**config.mk**
```make
export PLATFORM = sky130hd
export DESIGN_NAME = if_fetch_stage
export DESIGN_NICKNAME = d
export VERILOG_FILES = /design/src/rtl/if_fetch_stage.sv
export SDC_FILE = /design/constraint.sdc
export NUM_CORES = 1
export LEC_CHECK = 0
export CAP_MARGIN = 20
export CORE_UTILIZATION = 37
export DETAILED_ROUTE_END_ITERATION = 6
export GPL_TIMING_DRIVEN = 0
export PLACE_DENSITY_LB_ADDON = 0.25
export SYNTH_ARGS = -nofsm -noshare
export SYNTH_HDL_FRONTEND = slang
export SYNTH_SLANG_ARGS = --single-unit
```
**constraint.sdc**
```tcl
create_clock -name clk -period 2.2 [get_ports clk]
set_input_delay 0.44 -clock clk [delete_from_list [all_inputs] [get_ports clk]]
set_output_delay 0.44 -clock clk [all_outputs]
set_load 0.01 [all_outputs]
```
**src/rtl/if_fetch_stage.sv**
```systemverilog
// if_fetch_stage: MIPS IF stage with start gating, stall hold, redirect and halt detection.
// Optional FETCH_PERF_CNT_EN adds saturating fetch/stall counters.
module if_fetch_stage #(
   parameter logic [31:0] RESET_PC   = 32'h0000_0000,
   parameter logic [31:0] HALT_INSTR = 32'hFFFF_FFFF
) (
   input  logic        clk,
   input  logic        rst_n,
   input  logic        start,
   input  logic        stall,
   input  logic        redirect,
   input  logic [31:0] redirect_pc,
   output logic [31:0] imem_addr,
   input  logic [31:0] imem_instr,
   output logic [31:0] if_id_instr,
   output logic [31:0] if_id_pc4,
   output logic        if_id_valid,
`ifdef FETCH_PERF_CNT_EN
   output logic [31:0] perf_fetched,
   output logic [31:0] perf_stalls,
`endif
   output logic        halted
);
   typedef enum logic [1:0] {IDLE, RUN, HALT} state_t;
   state_t state, state_n;
   logic [31:0] pc, pc_n, instr_n, pc4_n, pc_inc, target;
   logic valid_n, fetch;
   assign imem_addr = pc;
   assign pc_inc    = pc + 32'd4;
   assign target    = {redirect_pc[31:2], 2'b00};
   always_ff @(posedge clk or negedge rst_n) begin
      if (!rst_n) begin
         state       <= IDLE;
         pc          <= RESET_PC;
         if_id_instr <= '0;
         if_id_pc4   <= '0;
         if_id_valid <= 1'b0;
         halted      <= 1'b0;
      end else begin
         state       <= state_n;
         pc          <= pc_n;
         if_id_instr <= instr_n;
         if_id_pc4   <= pc4_n;
         if_id_valid <= valid_n;
         halted      <= state_n == HALT;
      end
   end
   always_comb begin
      state_n = state;
      pc_n    = pc;
      instr_n = if_id_instr;
      pc4_n   = if_id_pc4;
      valid_n = if_id_valid;
      fetch   = 1'b0;
      case (state)
         IDLE: begin
            pc_n    = RESET_PC;
            valid_n = 1'b0;
            state_n = start ? RUN : IDLE;
         end
         RUN: begin
            // Redirect beats stall: the wrong-path slot is squashed even while stalled.
            if (redirect) begin
               pc_n    = target;
               instr_n = '0;
               valid_n = 1'b0;
            end else if (!stall) begin
               if (imem_instr == HALT_INSTR) begin
                  instr_n = '0;
                  valid_n = 1'b0;
                  state_n = HALT;
               end else begin
                  fetch   = 1'b1;
                  pc_n    = pc_inc;
                  instr_n = imem_instr;
                  pc4_n   = pc_inc;
                  valid_n = 1'b1;
               end
            end
         end
         default: begin
            instr_n = '0;
            valid_n = 1'b0;
            if (redirect) begin
               pc_n    = target;
               state_n = RUN;
            end
         end
      endcase
   end
`ifdef FETCH_PERF_CNT_EN
   always_ff @(posedge clk or negedge rst_n) begin
      if (!rst_n) begin
         perf_fetched <= '0;
         perf_stalls  <= '0;
      end else begin
         if (fetch && perf_fetched != '1) perf_fetched <= perf_fetched + 32'd1;
         if (state == RUN && stall && !redirect && perf_stalls != '1) perf_stalls <= perf_stalls + 32'd1;
      end
   end
`endif
endmodule

```
==> key figures <==
Cells and area
  • Antenna diodes: 0
  • Fin cells: 857
  • Commonest non-fill, non-tap cell in the layout: clkdlybuf4s50_1
  • Layout net count: 750
  • Most frequent cells in the layout: 156 x clkdlybuf4s50_1, 95 x dfrtp_1, 53 x nor2_1, 41 x a22o_1, 35 x a21oi_1
  • Layout cell share with drive strength beyond 1: between 10 and 15%
  • Design Area, Final: 0.007261 mm^2
  • Syn-to-layout area delta: 47.32%

Timing
  • Final setup skew: ~0.010 ns
  • Final hold violations: 0
  • Worst-margin pin slew: approximately 0.65 ns
  • Final slew viol count: 0
  • Worst hold slack: 0.08329 ns
  • Tcrit/Tclk final: a little over nine tenths
  • Final Setup Violations: 0
  • Fmax: about 470 MHz
  • Unrepaired setup endpoints after global routing: true
  • Tmin final: around 2.1 ns
  • Rel. slew slack: ~56%

Floorplan
  • Chip Width: 117.4 um
  • Total core area: between 0.01 and 0.015 mm^2
  • Die Area: roughly 0.014 mm^2
  • Initial Util: between 30% and 40%
  • Die H: about 120 um
  • Top Ports: 167
  • Std cell rows: 41

Drt
  • WL/cell: between 15 and 20 um
  • WL final: approximately 16,000 um
  • Routed Antenna Nets: 0
  • DR vias: 4,767
  • Detailed-route vias per instance: around 5.6
  • DRC Markers: 0
  • Starting DRT DRC Count: approximately 440
  • Drt pass-1 iters: 5

Power and ir drop
  • Net Sw Frac: between 20 and 30%
  • NetSw: 1.510 mW
  • P per Cell Area: around 730 mW/mm^2
  • Pint: 3.794 mW
  • Clock network power share: 34.0%
  • Part of the power in registers: 41.3%
  • Combinational power share: roughly a quarter
  • Max VDD drop: 0.3203 mV
  • Static Leakage: 2.956 nW

Logic synthesis
  • Largest family of logic cells by synthesized area: compound AO/OA/AOI/OAI gates
  • Cells after synthesis: between 400 and 500
  • XOR/XNOR Fraction of Synth Area: ~5.2%
  • Cell taking the most area after synthesis: dfrtp_1
  • Syn Std Cell Area: 0.004928 mm^2
  • Post-Synth Simple-Gate Area: between 10% and 20%
  • Complex-gate fraction of the synthesized area: 22.42%
  • Synth async-reset ratio: 100.0%
  • Area contributors post-synth: dfrtp_1 49%, a22o_1 7.3%, nor2_1 4.3%
  • Syn avg cell area: around 9.9 um^2
  • Mux contribution to synthesized area: less than 1%
  • Yosys cell types: 57
  • Top-area cell type share of the netlist area: about 49%
  • Register area share after synthesis: 48.74%
  • Post-synth top flop: dfrtp_1
  • Synth Area in Adders: less than 1%
  • EDFF count, synth: 0
  • Synth warnings: 0
  • Seq cells post-synth: 96

Place
  • # port buffers: around 160
  • DP Area: 0.006761 mm^2
  • Routability Congestion: 0.8778
  • DP Wirelength: between 10,000 and 15,000 um
  • Placed insts: ~830

Run status
  • Status: completed

Critical path
  • Worst setup path class: primary input to register
  • Stages on worst setup path: 9
  • Slowest CP cell: clkdlybuf4s50_1
  • Top delay family on crit path: buffers and inverters
  • Top fanout value on the critical path: 10
  • Crit path cell chain: clkdlybuf4s50_1 -> nand4_1 -> nor4_4 -> buf_4 -> buf_4 -> a211oi_4 -> buf_4 -> buf_4 -> a22o_1
  • Crit Reg-Reg Endpoint: imem_addr[25]$_DFFE_PN0P_
  • Reg-to-reg startpoint: imem_addr[6]$_DFFE_PN0P_
  • CP peak stage delay: 0.50 ns
  • Setup crit start kind: primary input
  • Critical Path End Type: register
  • Critical Path AT: 2.38 ns
  • R2R Setup Slk: approximately 0.05 ns
  • CP Launch Point: imem_instr[4]
  • CP required: approximately 2.4 ns
  • R2r worst-path depth: 6
  • Buf/Inv on CP: 5
  • Crit path to: if_id_instr[11]$_DFFE_PN0P_
  • Most Frequent Cell on Critical Path: buf_4

GRT
  • GRT overflow: 0
  • Pin count of the biggest net entering global routing: 54
  • Number of global-route vias before repair: between 4,000 and 5,000
  • First-pass GRT wire length: around 25,000 um
  • Antenna violations before repair: 0
  • Total GRT Usage: 23.77%

Clocking
  • CTS buffer count: 9
  • Clk pin slew, worst setup/hold paths: 0.06 ns
  • Max Root-Sink Buffers: 2
  • CTS tree: built
  • CTS root buffer: clkbuf_16
  • Clock sinks: 96
  • H-tree levels: 3
  • Clk Latency, worst-skew pair: roughly 0.36 ns

Flow run
  • Maxcap violations: 0

Hold path
  • Hold crit path type: primary input to asynchronous set/reset pin
kinds of logic (layout without fill, tap and decap cells):
| group | after synthesis | after routing |
|---|---|---|
| AO/OA/AOI/OAI | 151 | 151 |
| XOR/XNOR | 29 | 29 |
| adder cells (fa/ha/maj) | 1 | 1 |
| buffers and inverters | 47 | 231 |
| flip-flops | 96 | 96 |
| multiplexers | 3 | 3 |
| other | 1 | 4 |
| AND/OR/NAND/NOR | 170 | 170 |
registers in the layout, summed over array words and instances, names as in the netlist:
signal / cells
halted: 1
if_id_valid: 1
if_id_pc4: 30
imem_addr: 30
if_id_instr: 32
state: 2
per-layer routing:
| layer | vias to the layer above | global-route usage (%) | share of wire [%] | wire length [um] |
|---|---|---|---|---|
| li1 | 2206 | - | - | - |
| met5 | - | 0 | 0 | 0 |
| met3 | 25 | 5.496 | 8.0 | 1297 |
| met2 | 209 | 37.91 | 46 | 7552 |
| met1 | 2327 | 31.50 | 44 | 7116 |
| met4 | 0 | 8.442 | 1.8 | 297 |
area by class of cell:
class	count	area [um^2]
clock buffer	10	229.0
timing repair buffer	170	1695
fill	1121	5564
sequential	96	2404
inverter	7	26.28
tap	172	215.2
clock inverter	6	107.6
buffer	38	212.7
multi-input combinational	358	2371
stage by stage:
stage	power [mW]	TNS [ns]	utilization (%)	setup slack, ns
after global placement	3.479	-313.24	52.53	-2.939
after CTS	5.314	0	56.05	0.003596
final	5.304	0	56.61	0.05143
after detailed placement	3.505	-34.73	52.72	-0.6283
after floorplan	2.737	0	-	0.1947
after global routing	5.517	-0.04419	56.61	-0.03729
worst min path at each step:
stage	start	slack (ns)	to
after floorplan	rst_n	0.14	halted$_DFF_PN0_
after global placement	if_id_instr[23]$_DFFE_PN0P_	0.49	if_id_instr[23]$_DFFE_PN0P_
after detailed placement	rst_n	0.48	if_id_instr[3]$_DFFE_PN0P_
after CTS	rst_n	0.10	if_id_pc4[4]$_DFFE_PN0P_
after global routing	rst_n	0.13	if_id_instr[5]$_DFFE_PN0P_
final	rst_n	0.08	if_id_instr[5]$_DFFE_PN0P_
synth_stat cells, types with 4 or more instances:
| cell | number |
|---|---|
| o31ai_1 | 8 |
| xnor2_1 | 15 |
| o21ai_0 | 17 |
| buf_2 | 12 |
| nor3_1 | 14 |
| nand3_1 | 18 |
| buf_4 | 5 |
| o2bb2ai_1 | 6 |
| a221o_1 | 4 |
| dfrtp_1 | 96 |
| and3_1 | 7 |
| a21oi_1 | 35 |
| nor2_1 | 56 |
| inv_1 | 7 |
| nand4_1 | 20 |
| clkbuf_1 | 21 |
| xor2_1 | 14 |
| o22ai_1 | 7 |
| nand2_1 | 30 |
| a22o_1 | 41 |
| a22oi_1 | 6 |
| a211oi_1 | 6 |
power by group through the flow:
stage | logic (mW) | clock network, mW | registers, mW
floorplan | 0.462 | 0 | 2.28
global placement | 1.28 | 0 | 2.20
detailed placement | 1.29 | 0 | 2.21
CTS | 1.31 | 1.82 | 2.18
global route | 1.41 | 1.89 | 2.22
finish | 1.31 | 1.80 | 2.19
what timing repair did:
action	CTS	global route
setup buffers	8	3
endpoints found under the setup margin	49	78
pin swaps	4	5
hold buffers	0	0
resized for setup	9	25
endpoints found under the hold margin	0	0
(Power assumes the default switching activity.)
